===== src/rtl/fifo_uart_tx.sv =====
// rtl/fifo_uart_tx.sv - UART transmitter draining the read side of the TX async FIFO
module fifo_uart_tx #(
    parameter int DATA_WIDTH = 8
) (
    input  logic                  R_CLK,
    input  logic                  R_RST,
    input  logic                  rempty,
    input  logic [DATA_WIDTH-1:0] rdata,
    input  logic                  PAR_EN,
    input  logic                  PAR_TYP,
    output logic                  rinc,
    output logic                  TX_OUT,
    output logic                  busy
);

    localparam int CW = (DATA_WIDTH > 1) ? $clog2(DATA_WIDTH) : 1;
    localparam logic [CW-1:0] LAST_BIT = CW'(DATA_WIDTH - 1);

    typedef enum logic [2:0] {
        IDLE   = 3'd0,
        START  = 3'd1,
        DATA   = 3'd2,
        PARITY = 3'd3,
        STOP   = 3'd4
    } state_t;

    state_t                r_state;
    state_t                w_state_nxt;
    logic [DATA_WIDTH-1:0] r_shift;
    logic [DATA_WIDTH-1:0] w_shift_nxt;
    logic [CW-1:0]         r_cnt;
    logic [CW-1:0]         w_cnt_nxt;
    logic                  r_par_en;
    logic                  w_par_en_nxt;
    logic                  r_par_bit;
    logic                  w_par_bit_nxt;
    logic                  r_tx;
    logic                  w_tx_nxt;
    logic                  r_busy;
    logic                  w_busy_nxt;
    logic                  r_rinc;
    logic                  w_rinc_nxt;
    logic                  w_pop;

    // A word may only be popped between frames (IDLE) or in the stop bit, so a
    // stale rempty right after a pop is never sampled while a frame is in flight.
    assign w_pop = ((r_state == IDLE) || (r_state == STOP)) && !rempty;

    // State, datapath and registered line outputs.
    always_ff @(posedge R_CLK or negedge R_RST) begin
        if (!R_RST) begin
            r_state   <= IDLE;
            r_shift   <= '0;
            r_cnt     <= '0;
            r_par_en  <= 1'b0;
            r_par_bit <= 1'b0;
            r_tx      <= 1'b1;
            r_busy    <= 1'b0;
            r_rinc    <= 1'b0;
        end else begin
            r_state   <= w_state_nxt;
            r_shift   <= w_shift_nxt;
            r_cnt     <= w_cnt_nxt;
            r_par_en  <= w_par_en_nxt;
            r_par_bit <= w_par_bit_nxt;
            r_tx      <= w_tx_nxt;
            r_busy    <= w_busy_nxt;
            r_rinc    <= w_rinc_nxt;
        end
    end

    // Next-state logic; TX value computed here is the bit shown during the next state.
    always_comb begin
        w_state_nxt   = r_state;
        w_shift_nxt   = r_shift;
        w_cnt_nxt     = r_cnt;
        w_par_en_nxt  = r_par_en;
        w_par_bit_nxt = r_par_bit;
        w_tx_nxt      = 1'b1;
        w_busy_nxt    = 1'b1;
        w_rinc_nxt    = 1'b0;

        case (r_state)
            IDLE: begin
                w_busy_nxt = 1'b0;
            end
            START: begin
                w_state_nxt = DATA;
                w_cnt_nxt   = '0;
                w_tx_nxt    = r_shift[0];
            end
            DATA: begin
                if (r_cnt == LAST_BIT) begin
                    if (r_par_en) begin
                        w_state_nxt = PARITY;
                        w_tx_nxt    = r_par_bit;
                    end else begin
                        w_state_nxt = STOP;
                    end
                end else begin
                    // Shift right so the next bit to send always sits in bit 1.
                    w_cnt_nxt   = r_cnt + CW'(1);
                    w_shift_nxt = r_shift >> 1;
                    w_tx_nxt    = r_shift[1];
                end
            end
            PARITY: begin
                w_state_nxt = STOP;
            end
            STOP: begin
                w_state_nxt = IDLE;
                w_busy_nxt  = 1'b0;
            end
            default: begin
                w_state_nxt = IDLE;
                w_busy_nxt  = 1'b0;
            end
        endcase

        // Pop overrides IDLE/STOP handling so frames run back-to-back with no gap.
        if (w_pop) begin
            w_state_nxt   = START;
            w_shift_nxt   = rdata;
            w_par_en_nxt  = PAR_EN;
            w_par_bit_nxt = (^rdata) ^ PAR_TYP;
            w_rinc_nxt    = 1'b1;
            w_busy_nxt    = 1'b1;
            w_tx_nxt      = 1'b0;
        end
    end

    assign TX_OUT = r_tx;
    assign busy   = r_busy;
    assign rinc   = r_rinc;

endmodule

===== config.mk =====
export PLATFORM = sky130hd
export DESIGN_NAME = fifo_uart_tx
export DESIGN_NICKNAME = d
export VERILOG_FILES = /design/src/rtl/fifo_uart_tx.sv
export SDC_FILE = /design/constraint.sdc
export NUM_CORES = 1
export LEC_CHECK = 0
export CAP_MARGIN = 10
export CORE_MARGIN = 10
export CORE_UTILIZATION = 46
export DETAILED_ROUTE_END_ITERATION = 8
export GPL_ROUTABILITY_DRIVEN = 0
export PLACE_DENSITY_LB_ADDON = 0.1
export SETUP_SLACK_MARGIN = 0.05
export SLEW_MARGIN = 20
export SYNTH_ARGS = -nofsm -noshare
export SYNTH_HDL_FRONTEND = slang
export SYNTH_SLANG_ARGS = --single-unit
export TNS_END_PERCENT = 5

===== constraint.sdc =====
create_clock -name R_CLK -period 1.7 [get_ports R_CLK]
set_input_delay 0.17 -clock R_CLK [delete_from_list [all_inputs] [get_ports R_CLK]]
set_output_delay 0.17 -clock R_CLK [all_outputs]
set_load 0.03 [all_outputs]

==> results.toml, run 1 <==
[die]
die_x_um = 66.6
core_area_um2 = 2020
rows = 16
die_h_um = 66.6
die_area_um2 = 4440
ios = 16
initial_core_util_pct = 49.4

[worst_setup_path]
cp_num_cells = 6
worstSetupEndpointType = "register"
crit_fanout = 8
worstPathArrival_ps = 1720
r2r_cells = 6
path_buf_inv = 1
crit_chain = "ha_2 -> ha_2 -> nor3_4 -> buf_12 -> mux2i_2 -> o21ai_2"
cp-start-kind = "register"
max_stage_delay_ps = 430
crit_family = "flip-flops"
slowest_stage = "dfrtp_1"
cp_common_cell = "ha_2"
required_ps = 1900
critPathKind = "reg -> reg"

[clock_network]
cts_made_buffers = 3
cts_sinks = 19
cts_max_level = 1
cts_hold_buf = 0
clock_path_buffers = 2
clkLatencyLatePin_ps = 300
cts_tree = "done"
clk_pin_slew_worst_paths_ps = 110
cts_setup_buffers = 0
clock-root-buffer = "clkbuf_4"

[sta]
fin_crit_sh_pct = 89.5
hold_viol = 0
finalClockSkew_ps = 1.44
slew_headroom_pct = 75.1
slew_violations = 0
finalWorstPathRequiredPeriod_ps = 1520
fin_hold_ws_ps = 130
finalSetupTns_ps = 0
setup_viol = 0
rsz0062_at_grt = "no"
worst-slew-pin-transition_ps = 373
max_freq_ghz = 0.657

[placement]
post-dp-hpwl_mm = 1.48
dp_cells = 135
port_buffers = 15

[synth]
ys_types = 28
synthCells = 93
yosys_warnings = 0
syn_area_um2 = 1000
synth_fp_nets = 108
postSynthAreaPerCell_um2 = 10.7
synth_seq_cells = 19
synth-seq-area-share_pct = 47.7

[cells_and_area]
finalNetCount = 128
area_growth_pct = 23.0
antenna_cells = 0
drive_above_1_share_pct = 21.4
final_util_pct = 60.8
layout.cells.non_filler = 139

[global_routing]
track_usage_pct = 9.53
gr-total-overflow = 0
grt_max_degree = 19
grt_pass1_vias = 705
grt_pass1_wl_mm = 3.28
antenna_found_initial = 0

[run]
cap_violations = 0

[pwr]
power_per_cell_area_nw_per_um2 = 1620
p_leak_nw = 0.517
irDropWorstVdd_v = 0.000978

[detailed_routing]
via_count = 715
viasPerCell = 5.14
drt_iter0_drc = 17
drt-pass1-iter-count = 4
ant_nets = 0
drt-wirelength-per-cell_um = 13.7
routed_wl_mm = 1.90
post-route-drc-count = 0

[min_path]
hold_class = "in -> async"

[run_status]
status = "completed"
placed cells by master (no fill, tap or decap), drive strengths merged:
master         Yosys  final
inv                4      4
clkbuf             1      4
a2bb2oi            1      1
dlygate4sd2        0      1
o22ai              1      1
ha                 2      2
nand2b             2      2
o21ai             15     15
nor3               2      2
buf                2      3
a22oi              2      2
or3                1      1
dfrtp             18     18
o22a               1      1
mux2i              8      8
o21a               1      1
xor2               2      2
a21oi              3      3
xnor3              1      1
nor2               5      5
nand2             16     16
clkdlybuf4s50      0     14
dfstp              1      1
xnor2              4      4
area by class of cell:
class	instances	area [um2]
sequential	19	477
multi-input combinational	67	492
fill	172	792
timing repair buffer	18	184
tap	27	33.8
clock buffer	4	26.3
inverter	4	17.5
cells by family (layout without fill, tap and decap cells):
kind of cell	after synthesis	count (layout)	synth area share (%)
and+or+nand+nor	26	26	13.1
AOI/OAI and AO/OA	24	24	16.4
DFF	19	19	47.7
muxes	8	8	8.01
xor gates and xnor gates	7	7	7.51
buffers and inverters	7	26	4.76
adders and majority gates	2	2	2.50
sequential cells by signal, summed over array words and instances, names as in the netlist:
register   cells
r_state        3
r_par_bit      1
TX_OUT         1
r_shift        8
rinc           1
busy           1
r_par_en       1
r_cnt          3
Yosys cell counts:
library cell  number  area [um2]
inv_4              1        6.26
dfrtp_1           18         450
xnor2_1            4        35.0
nand2_1           16        60.1
o21ai_2            7        61.3
o22a_2             1        10.0
o21ai_0            5        25.0
buf_6              1        11.3
ha_1               2        25.0
buf_8              1        15.0
o21a_1             1        7.51
nor3_1             1        5.00
nand2b_1           1        6.26
o21ai_1            3        15.0
a22oi_1            2        15.0
dfstp_2            1        26.3
xor2_1             2        17.5
clkbuf_1           1        3.75
nor3_4             1        16.3
mux2i_1            8        80.1
nand2b_4           1        13.8
o22ai_1            1        6.26
a21oi_1            3        15.0
xnor3_1            1        22.5
inv_1              3        11.3
nor2_1             5        18.8
a2bb2oi_1          1        8.76
or3_4              1        11.3
what timing repair did:
| item | 4_1_cts | 5_1_grt |
|---|---|---|
| pin swaps | 0 | 1 |
| gates resized for setup | 1 | 3 |
| endpoints found under the hold margin | 0 | 0 |
| endpoints found under the setup margin | 1 | 6 |
power breakdown:
| part | switching, W | internal, W |
|---|---|---|
| Sequential | 0.000164 | 0.000659 |
| Clock | 0.000144 | 0.0000915 |
| Combinational | 0.000460 | 0.000472 |
| Total | 0.000768 | 0.00122 |
path summary, 6_finish.rpt:
kind | startpoint | to | slack (ps)
setup / recovery | r_cnt[0] | r_shift[4] | 180
hold / removal | R_RST | r_cnt[0] | 130
setup reg to reg | r_cnt[0] | r_shift[4] | 180
hold reg to reg | r_par_bit | r_par_bit | 500
max in group asynchronous | R_RST | r_shift[1] | 1090
min in group R_CLK | PAR_EN | r_par_en | 410
metrics by stage:
step	worst slack (ps)	instance area [um2]	total power, W
3_3_place_gp	99.7	1190	0.00171
3_5_place_dp	68.4	1190	0.00174
6_report	178	1230	0.00199
2_1_floorplan	25.7	1010	0.00149
4_1_cts	106	1220	0.00196
5_1_grt	72.4	1230	0.00215
metal layers:
metal	GRT usage [%]	vias to the layer above	share of wire, %
met4	4.71	0	1.3
met2	14.9	18	47
met3	3.34	4	7.0
met1	11.2	337	44
met5	0	-	0
li1	-	356	-
Power figures use the tool's default switching activity.
==> inputs of run 2 (changes only) <==
CORE_UTILIZATION = 45   (was 46)
==> results.toml, run 2 (synthesis results as in run 1) <==
[detailed_routing]
via_count = 740
drt_iter0_drc = 18
drt-wirelength-per-cell_um = 13.6
ant_nets = 0
drt-pass1-iter-count = 3
post-route-drc-count = 0
viasPerCell = 5.17
routed_wl_mm = 1.94

[placement]
port_buffers = 15
post-dp-hpwl_mm = 1.56
dp_cells = 138

[global_routing]
grt_pass1_vias = 800
grt_pass1_wl_mm = 3.61
track_usage_pct = 10.2
gr-total-overflow = 0
grt_max_degree = 19
antenna_found_initial = 0

[clock_network]
clock_path_buffers = 2
cts_tree = "done"
cts_sinks = 19
cts_max_level = 1
clkLatencyLatePin_ps = 290
cts_hold_buf = 0
clk_pin_slew_worst_paths_ps = 100
cts_made_buffers = 3
clock-root-buffer = "clkbuf_4"

[sta]
slew_headroom_pct = 74.4
hold_viol = 0
max_freq_ghz = 0.634
slew_violations = 0
worst-slew-pin-transition_ps = 383
finalWorstPathRequiredPeriod_ps = 1580
setup_viol = 0
finalSetupTns_ps = 0
fin_hold_ws_ps = 157
rsz0062_at_grt = "yes"
finalClockSkew_ps = 3.02
fin_crit_sh_pct = 92.8

[pwr]
power_per_cell_area_nw_per_um2 = 1600
irDropWorstVdd_v = 0.000812
power_w = 0.00198
p_leak_nw = 0.528

[cells_and_area]
final_util_pct = 57.0
reg_top3 = "r_shift x8, r_cnt x3, r_state x3"
finalNetCount = 131
final_cell_mix = "dfrtp_1, nand2_1, clkdlybuf4s50_1"
area_growth_pct = 23.8
layout.cells.non_filler = 143
largest_register = "r_shift"
antenna_cells = 0
final_common_cell = "dfrtp_1"
largest_register_ffs = 8
drive_above_1_share_pct = 22.6

[run_status]
status = "completed"

[min_path]
hold_class = "in -> async"

[worst_setup_path]
cp-start-kind = "register"
required_ps = 1880
worstPathArrival_ps = 1760
worstSetupEndpointType = "register"
critPathKind = "reg -> reg"
crit_fanout = 4

[die]
die_x_um = 67.1
core_area_um2 = 2170
initial_core_util_pct = 46.1
ios = 16
die_area_um2 = 4510
rows = 17
die_h_um = 67.1

[run]
cap_violations = 0
## run 2: changes by cell type in the layout (fill, tap and decap cells not counted)
cell	delta
buf_12	-1
buf_4	+4
mux2i_1	+1
mux2i_2	-1
## run 2: area by class of cell
cell class	count	area, um2
fill	228	932
multi-input combinational	67	488
sequential	19	477
timing repair buffer	21	194
tap	28	35.0
clock buffer	4	26.3
inverter	4	17.5
## run 2: final timing paths
path	start	end	slack, ps	cells after the start
min	R_RST	rinc	160	1
max reg2reg	r_cnt[1]	r_shift[5]	120	6
min in group R_CLK	PAR_EN	r_par_en	420	3
min reg2reg	r_par_bit	r_par_bit	530	2
max	r_cnt[1]	r_shift[5]	120	6
max in group asynchronous	R_RST	r_cnt[2]	1040	2
## run 2: timing repair
item / CTS / global route
pin swaps: 0 / 0
setup buffers: 0 / 1
resized for setup: 1 / 2
setup endpoints to repair: 1 / 4
## run 2: critical path, stage by stage, from the launching register on
cell	delay, ps
dfrtp_1	410
ha_2	190
ha_2	190
nor3_4	200
buf_4	170
mux2i_2	230
o21ai_2	80
## run 2: per-layer routing
metal	wire length [um]	share of wire, %	global-route usage, %	up-vias
met5	0	0	0	-
met4	30	1.5	4.62	0
met3	94	4.8	2.81	4
met2	949	49	17.3	13
met1	870	45	11.7	359
li1	-	-	-	364
## run 2: through the flow
| stage | worst slack, ps | cell area (um2) |
|---|---|---|
| after global routing | 33.0 | 1240 |
| after CTS | 107 | 1220 |
| after detailed placement | 84.0 | 1200 |
| after global placement | 132 | 1200 |
| after floorplan | 25.7 | 1010 |
| final | 122 | 1240 |
## run 2: power by group
part	total, W	internal [W]	switching [W]
Clock	0.000220	0.0000910	0.000129
Combinational	0.000943	0.000462	0.000481
Sequential	0.000814	0.000660	0.000153
Total	0.00198	0.00121	0.000763
==> inputs of run 3 (changes only) <==
--- a/constraint.sdc
+++ b/constraint.sdc
@@ -3,2 +3,2 @@
 set_output_delay 0.17 -clock R_CLK [all_outputs]
-set_load 0.03 [all_outputs]
+set_load 0.02 [all_outputs]
==> results.toml, run 3 (synthesis results as in run 1) <==
[global_routing]
track_usage_pct = 10.2
gr-total-overflow = 0
grt_max_degree = 19
antenna_found_initial = 0
grt_pass1_vias = 800
grt_pass1_wl_mm = 3.61

[detailed_routing]
drt_iter0_drc = 18
via_count = 740
post-route-drc-count = 0
routed_wl_mm = 1.94
drt-wirelength-per-cell_um = 13.6
drt-pass1-iter-count = 3
ant_nets = 0
viasPerCell = 5.17

[pwr]
irDropWorstVdd_v = 0.000802
switching_share_pct = 37.8
pwr-share-seq_pct = 41.5
comb_power_share_pct = 47.3
p_leak_nw = 0.527
pwr-share-clk_pct = 11.2
intPower_w = 0.00122
power_per_cell_area_nw_per_um2 = 1590
power_w = 0.00196
switchingPower_w = 0.000741

[worst_setup_path]
r2r-end = "r_shift[5]"
r2r_cells = 6
crit_end = "TX_OUT"
worstSetupEndpointType = "output port"
max_stage_delay_ps = 590
path_buf_inv = 1
reg2reg_slack_ps = 120
crit_chain = "clkdlybuf4s50_1"
rr_startpoint = "r_cnt[1]"
slowest_stage = "clkdlybuf4s50_1"
critical_path.startpoint = "TX_OUT"
worstPathArrival_ps = 1410
crit_fanout = 1
cp-start-kind = "register"
crit_family = "buffers and inverters"
cp_num_cells = 1
critPathKind = "reg -> out"
required_ps = 1530

[sta]
max_freq_ghz = 0.632
finalClockSkew_ps = 3.02
finalSetupTns_ps = 0
fin_crit_sh_pct = 93.1
setup_viol = 0
hold_viol = 0
rsz0062_at_grt = "yes"
finalWorstPathRequiredPeriod_ps = 1580
worst-slew-pin-transition_ps = 383
slew_headroom_pct = 74.4
slew_violations = 0

[clock_network]
clock_path_buffers = 2
clk_pin_slew_worst_paths_ps = 100
cts_max_level = 1
clock-root-buffer = "clkbuf_4"
clkLatencyLatePin_ps = 290
cts_sinks = 19
cts_hold_buf = 0
cts_made_buffers = 3
cts_tree = "done"

[die]
die_x_um = 67.1
initial_core_util_pct = 46.1
rows = 17
die_h_um = 67.1
die_area_um2 = 4510
ios = 16
core_area_um2 = 2170

[cells_and_area]
largest_register_ffs = 8
area_growth_pct = 23.9
reg_top3 = "r_shift x8, r_cnt x3, r_state x3"
multiInputGateArea_um2 = 488
fillCellCount = 227
final_common_cell = "dfrtp_1"
antenna_cells = 0
finalNetCount = 131
drive_above_1_share_pct = 22.6
register_area_um2 = 477
final_cell_mix = "dfrtp_1, nand2_1, clkdlybuf4s50_1"
largest_register = "r_shift"

[placement]
port_buffers = 15
post-dp-hpwl_mm = 1.56

[run]
cap_violations = 0

[min_path]
hold_class = "in -> async"

[run_status]
status = "completed"
==> run 3: cell types whose count changed in the layout (fill, tap and decap cells not counted), sizes merged <==
cell / change
dlygate4sd2: -1
clkdlybuf4s50: +1
==> run 3: area by class of cell <==
cell class	instances	area share [%]
Clock buffer	4	2.12
Inverter	4	1.41
Multi-Input combinational cell	67	39.4
Sequential cell	19	38.5
Tap cell	28	2.83
Timing Repair Buffer	21	15.8
==> run 3: repair_timing <==
action	in CTS	in global routing
setup buffers	0	1
gates resized for setup	0	2
setup endpoints to repair	0	4
endpoints found under the hold margin	0	0
==> run 3: worst min path at each step <==
stage	startpoint	endpoint	slack, ps	cells after the start
floorplan	R_RST	busy	-130	0
global placement	R_RST	rinc	470	1
detailed placement	R_RST	rinc	480	1
CTS	R_RST	rinc	150	1
global route	R_RST	rinc	160	1
finish	R_RST	rinc	160	1
==> run 3: power groups by stage <==
stage	Sequential, W	Combinational, W	Clock (W)
finish	0.000814	0.000929	0.000220
global route	0.000843	0.00105	0.000255
CTS	0.000810	0.000908	0.000234
detailed placement	0.000818	0.000909	0
global placement	0.000810	0.000871	0
floorplan	0.000813	0.000652	0
==> run 3: routing by layer <==
metal / global-route usage (%) / vias to the layer above / routed length, um
li1: - / 364 / -
met1: 11.7 / 359 / 870
met2: 17.3 / 13 / 949
met3: 2.81 / 4 / 94
met4: 4.62 / 0 / 30
met5: 0 / - / 0
==> run 3: metrics by stage <==
stage | utilization (%) | hold WS [ps] | cells | area (um2) | setup slack (ps)
after floorplan | - | -126 | 93 | 1010 | 25.7
after global placement | 55.2 | 468 | 138 | 1200 | 132
after detailed placement | 55.2 | 479 | 138 | 1200 | 84.0
after CTS | 56.4 | 153 | 142 | 1220 | 91.7
after global routing | 57.1 | 161 | 143 | 1240 | 33.0
final | 57.1 | 157 | 143 | 1240 | 117
==> variant 1 (flow settings as in run 3) <==
The parameter `DATA_WIDTH` goes from 8 to 4.
--- a/src/rtl/fifo_uart_tx.sv
+++ b/src/rtl/fifo_uart_tx.sv
@@ -1,6 +1,6 @@
 // rtl/fifo_uart_tx.sv - UART transmitter draining the read side of the TX async FIFO
 module fifo_uart_tx #(
-    parameter int DATA_WIDTH = 8
+    parameter int DATA_WIDTH = 4
 ) (
     input  logic                  R_CLK,
     input  logic                  R_RST,
Interface: changed (resized rdata); port bits go from 16 to 12. The function was not compared with the original's and may differ.
==> variant 1 against run 3 <==
Non-clock buffer count fell by 7; count of clock-buffer cells in the layout did not move; sequential cell count fell by 5; final area fell by 30%; synthesized cell count fell by 31%; synthesized area fell by 28%; combinational power fell by 35%; power fell by 28%; setup slack improved by 0.013 ns; clock skew rose by 0.0026 ns; routed wire length fell by 34%; critical path type is now flop to flop; largest cell class is now flip-flops and latches.
==> variant 1: results (changes against run 3) <==
The clock transition at the registers of the reported paths is 0.08 ns (was 0.10 ns). The logs give 8.85% (was 10.2%) for the aggregate global-route resource usage and 0.13 ns for the reg-to-reg setup timing slack. The via count of the first global-routing pass came out at 510 (was 800).

Count of buffers inserted at the top-level ports: 11 (was 15). The leakage component of the power came out at 0.371 nW (was 0.527 nW). Actual transition at the worst max-transition pin: 0.603 ns (was 0.383 ns). The tools report the number of DRC markers in iteration 0 as 12 (was 18).

The total length of routed wires came out at 1.28 mm (was 1.94 mm). The worst reg2reg path depth works out to 4 (was 6). Capturing point of the worst reg2reg path: TX_OUT$_DFF_PN1_ (was r_shift[5]$_DFFE_PN0P_). The clock root buffer is clkbuf_4 (unchanged). The run gives 89 (was 131) as the final net count. The worst hold slack is 0.267 ns (was 0.157 ns), and the number of distinct standard cells referenced by the synthesized netlist is 32 (was 28).

The number of iterations in the first detailed-routing pass was 4 (was 3). The wire length of the first global-routing pass is 2.37 mm (was 3.61 mm), and the post-cts resize count is 0 (unchanged). The fraction of registers with async set/reset is 100% (unchanged), and the setup clock skew after layout is 0.00563 ns (was 0.00302 ns). Number of setup buffers added after CTS: 0 (unchanged). Largest driver fanout on the critical path: 7 (was 1). The run gives 1.01 mm (was 1.56 mm) as the half-perimeter wire length of the detailed placement result. The number of buffers created by CTS was 3 (unchanged). The commonest register cell after synthesis was dfrtp_1 (unchanged). The cell total after placement came out at 90 (was 138). The largest stage delay on the critical path came out at 0.42 ns (was 0.59 ns). The logs give 2 (unchanged) for the maximum number of buffers from clock root to sink and 74 (was 108) for the post-synthesis net count. The tools report the number of inserted filler cells in the final layout as 141 (was 227). The flow ran to the end, and the final reports show no timing, DRC or antenna violations. The class of the tightest hold or removal check was primary input to async pin (unchanged). The clock latency of the later-clocked register in the worst-skew pair is 0.28 ns.

The share of post-route cells with drive strength above 1 came out at 15.4% (was 22.6%). Cell types with the highest counts after synthesis: dfrtp_1 (13), mux2i_1 (5), nand2_1 (5) (was dfrtp_1 (18), nand2_1 (16), mux2i_1 (8)). Number of antenna repair diodes: 0 (unchanged). Standard cell with the maximum stage delay on the critical path: dfrtp_1 (was clkdlybuf4s50_1). Share of the yosys chip area belonging to registers: 49.0% (was 47.7%).

The warning count from the yosys run was 0 (unchanged); the synthesized instance count was 64 (was 93). Ratio of routed vias to standard cells: 5.33 (was 5.17). For the maximum level of the CTS H-tree, the log shows 1 (unchanged). Cell types occupying the most area after synthesis: dfrtp_1 (45%), mux2i_1 (7.0%), dfstp_2 (3.7%) (was dfrtp_1 (45%), mux2i_1 (8.0%), o21ai_2 (6.1%)). The tools report the initial antenna violation count as 0 (unchanged). The maximum vdd ir drop came out at 735 uV (was 802 uV). Final non-filler cell total: 94 (was 143). Largest registers in the final layout: r_shift x4, r_state x3, r_cnt x2 (was r_shift x8, r_cnt x3, r_state x3). The placed instance area is 843 sq um (was 1200 sq um).

The beginning of the worst register-to-register path was r_cnt[0]$_DFFE_PN0P_ (was r_cnt[1]$_DFFE_PN0P_). The largest net degree at the start of global routing was 15 (was 19).
==> variant 1: cell count changes after synthesis, sizes merged, moves of 2 or more <==
cell	run 3	this run
nor2	5	2
nand2	16	5
xnor2	4	1
mux2i	8	5
buf	2	4
dfrtp	18	13
o21ai	15	5
or2	0	2
o2bb2ai	0	2
==> variant 1: metal layers <==
layer | track usage (%) | wire length [um]
met1 | 9.98 | 612
met2 | 12.8 | 549
met3 | 3.81 | 81
met4 | 6.73 | 38
met5 | 0 | 0
==> variant 1: power by group <==
group	leakage [nW]	switching (mW)	internal, mW	total (mW)
combinational	0.184	0.284	0.322	0.606
clock	0.0150	0.101	0.0910	0.192
sequential	0.173	0.130	0.486	0.616
==> variant 1: final cells by class <==
class	count	area, sq um	area share, %
multi-input combinational	42	322	37.0
sequential	14	352	40.4
clock buffer	4	26.3	3.02
timing repair buffer	14	133	15.3
tap	16	20.0	2.30
inverter	4	17.5	2.01
==> variant 1: worst max-delay path by stage <==
stage / end / slack (ns) / startpoint
after floorplan: r_shift[0]$_DFFE_PN0P_ / 0.30 / r_cnt[0]$_DFFE_PN0P_
after global routing: r_shift[1]$_DFFE_PN0P_ / 0.06 / r_cnt[0]$_DFFE_PN0P_
final: TX_OUT$_DFF_PN1_ / 0.13 / r_cnt[0]$_DFFE_PN0P_
after detailed placement: TX_OUT$_DFF_PN1_ / 0.13 / r_cnt[0]$_DFFE_PN0P_
after CTS: TX_OUT$_DFF_PN1_ / 0.1 / r_cnt[0]$_DFFE_PN0P_
after global placement: TX_OUT$_DFF_PN1_ / 0.09 / r_cnt[0]$_DFFE_PN0P_
==> variant 1: cells by family (layout without fill, tap and decap cells) <==
group	Yosys count	after routing	share of synthesized area [%]
AOI/OAI and AO/OA	14	14	12.6
xor gates and xnor gates	3	3	5.58
adders and majority gates	1	1	1.74
buffers and inverters	8	22	6.11
DFF	14	14	49.0
muxes	6	6	8.55
and+or+nand+nor	18	18	16.4
==> variant 1: worst max-delay path: cells and delay by family, from the launching register on <==
kind                       cells  cell delay, ns
AOI/OAI and AO/OA              1            0.42
adders and majority gates      1            0.31
DFF                            1            0.42
and+or+nand+nor                2            0.34
==> variant 2 (flow settings as in run 3) <==
Without the edit above. The 5 states of `state_t` get a one-hot encoding in 5 bits.
--- a/src/rtl/fifo_uart_tx.sv
+++ b/src/rtl/fifo_uart_tx.sv
@@ -16,12 +16,12 @@
     localparam int CW = (DATA_WIDTH > 1) ? $clog2(DATA_WIDTH) : 1;
     localparam logic [CW-1:0] LAST_BIT = CW'(DATA_WIDTH - 1);
 
-    typedef enum logic [2:0] {
-        IDLE   = 3'd0,
-        START  = 3'd1,
-        DATA   = 3'd2,
-        PARITY = 3'd3,
-        STOP   = 3'd4
+    typedef enum logic [4:0] {
+        IDLE   = 5'b00001,
+        START  = 5'b00010,
+        DATA   = 5'b00100,
+        PARITY = 5'b01000,
+        STOP   = 5'b10000
     } state_t;
 
     state_t                r_state;
Check against the original RTL: same outputs for any inputs over 10 cycles, from zero or initial values and one cycle with R_RST low; not proved beyond that.
==> variant 2 against run 3 <==
Final area grew 8.3%; largest power group is now registers; setup slack got worse by 0.0018 ns; synthesized area rose by 6.9%; clock skew rose by 0.0021 ns; combinational power shrank 17%; largest cell class is now flip-flops and latches; power shrank 5.0%; sequential cell count rose by 2; critical endpoint unchanged; routed wire length up 10%.
==> variant 2: results (changes against run 3) <==
The final net count was 150 (was 131). The leakage component of the power was 0.625 nW (was 0.527 nW); the fraction of registers with async set/reset was 100% (unchanged). The half-perimeter wire length of the detailed placement result was 1.68 mm (was 1.56 mm). The run gives 1.41 ns (about the same) as the worst path arrival time. The wire length of the first global-routing pass came out at 3.82 mm (was 3.61 mm). The post-synthesis net count is 127 (was 108). The aggregate global-route resource usage was 10.3% (was 10.2%).

The tools report the setup clock skew after layout as 0.00516 ns (was 0.00302 ns). The warning count from the yosys run was 0 (unchanged). The logs give 30 (was 28) for the number of distinct standard cells referenced by the synthesized netlist and 31 (was 18) for the number of DRC markers in iteration 0.

Number of buffers created by CTS: 3 (unchanged). Worst reg2reg path depth: 5 (was 6). Cell types occupying the most area after synthesis: dfrtp_1 (44%), nand2_1 (7.0%), dfstp_2 (4.9%) (was dfrtp_1 (45%), mux2i_1 (8.0%), o21ai_2 (6.1%)). The number of iterations in the first detailed-routing pass was 3 (unchanged). The average routed wire per standard cell is 13.2 um (was 13.6 um), and the ratio of routed vias to standard cells is 5.12 (was 5.17). The clock latency of the later-clocked register in the worst-skew pair is 0.29 ns (about the same), and the reg-to-reg setup timing slack is 0.16 ns (was 0.12 ns). The synthesized instance count was 112 (was 93); the via count of the first global-routing pass was 897 (was 800). The run gives 70.5% (was 74.4%) as the headroom to the max-slew limit.

The beginning of the worst register-to-register path is r_state[0]$_DFFE_PN1P_ (was r_cnt[1]$_DFFE_PN0P_). The internal power consumption was 1.18 mW (was 1.22 mW). The tools report the via count as 829 (was 740).

Cell types with the highest counts after synthesis: nand2_1 (20), dfrtp_1 (19), nor2_1 (10) (was dfrtp_1 (18), nand2_1 (16), mux2i_1 (8)). The tools report the largest net degree at the start of global routing as 22 (was 19). The share of post-route cells with drive strength above 1 came out at 14.9% (was 22.6%). The flow ran to the end, and the final reports show no timing, DRC or antenna violations. The largest stage delay on the critical path is 0.59 ns (about the same). The maximum vdd ir drop was 667 uV (was 802 uV); the cell total after placement was 158 (was 138). The maximum level of the CTS H-tree was 1 (unchanged). The capturing point of the worst reg2reg path was r_shift[4]$_DFFE_PN0P_ (was r_shift[5]$_DFFE_PN0P_). Largest registers in the final layout: r_shift x8, r_state x5, r_cnt x3 (was r_shift x8, r_cnt x3, r_state x3).

The share of the yosys chip area belonging to registers was 49.4% (was 47.7%); the combinational share of power was 41.1% (was 47.3%). The clock root buffer was clkbuf_4 (unchanged). The placement-stage worst setup slack was 0.0574 ns (was 0.0840 ns).
==> variant 2: layer usage <==
layer | routed length [um] | share of wire, % | GRT usage (%) | vias up
met5 | 0 | 0 | 0 | -
met4 | 21 | 0.98 | 2.96 | 0
met3 | 105 | 4.9 | 3.22 | 4
met2 | 989 | 46 | 16.6 | 11
met1 | 1020 | 48 | 13.1 | 388
li1 | - | - | - | 426
==> variant 2: cells by family (layout without fill, tap and decap cells) <==
kind of cell	count (synthesis)	in the layout	synth area share (%)
and+or+nand+nor	52	52	23.5
AOI/OAI and AO/OA	18	18	11.6
adders and majority gates	2	2	2.34
DFF	21	21	49.4
buffers and inverters	11	33	5.27
xor gates and xnor gates	8	8	7.85
==> variant 2: how the worst max path moves through the flow <==
stage,end,depth (start not counted),slack [ns]
final,TX_OUT,1,0.12
after global routing,r_shift[1]$_DFFE_PN0P_,7,0.04
after CTS,r_shift[5]$_DFFE_PN0P_,5,0.07
after detailed placement,TX_OUT$_DFF_PN1_,4,0.06
after global placement,TX_OUT$_DFF_PN1_,4,0.04
after floorplan,TX_OUT$_DFF_PN1_,4,0.24
==> variant 2: cell type report <==
class,instances,area (sq um)
Clock buffer,3,22.5
Clock inverter,1,5.00
Fill cell,205,892
Inverter,4,15.0
Multi-Input combinational cell,80,510
Sequential cell,21,528
Tap cell,28,35.0
Timing Repair Buffer,25,225
==> variant 2: power by group through the flow <==
stage	Combinational, mW	Clock, mW	Sequential, mW
2_1_floorplan	0.512	0	0.851
3_3_place_gp	0.732	0	0.861
3_5_place_dp	0.741	0	0.873
4_1_cts	0.744	0.241	0.862
5_1_grt	0.879	0.264	0.899
6_report	0.767	0.226	0.872
==> variant 2: repair_timing <==
action	4_1_cts	5_1_grt
hold endpoints to repair	0	0
gates resized for setup	0	3
setup endpoints to repair	0	12
==> variant 2: through the flow <==
step / hold WS (ns) / area (sq um)
after global routing: 0.204 / 1340
after floorplan: -0.126 / 1070
after detailed placement: 0.490 / 1290
after global placement: 0.484 / 1290
after CTS: 0.200 / 1320
final: 0.207 / 1340
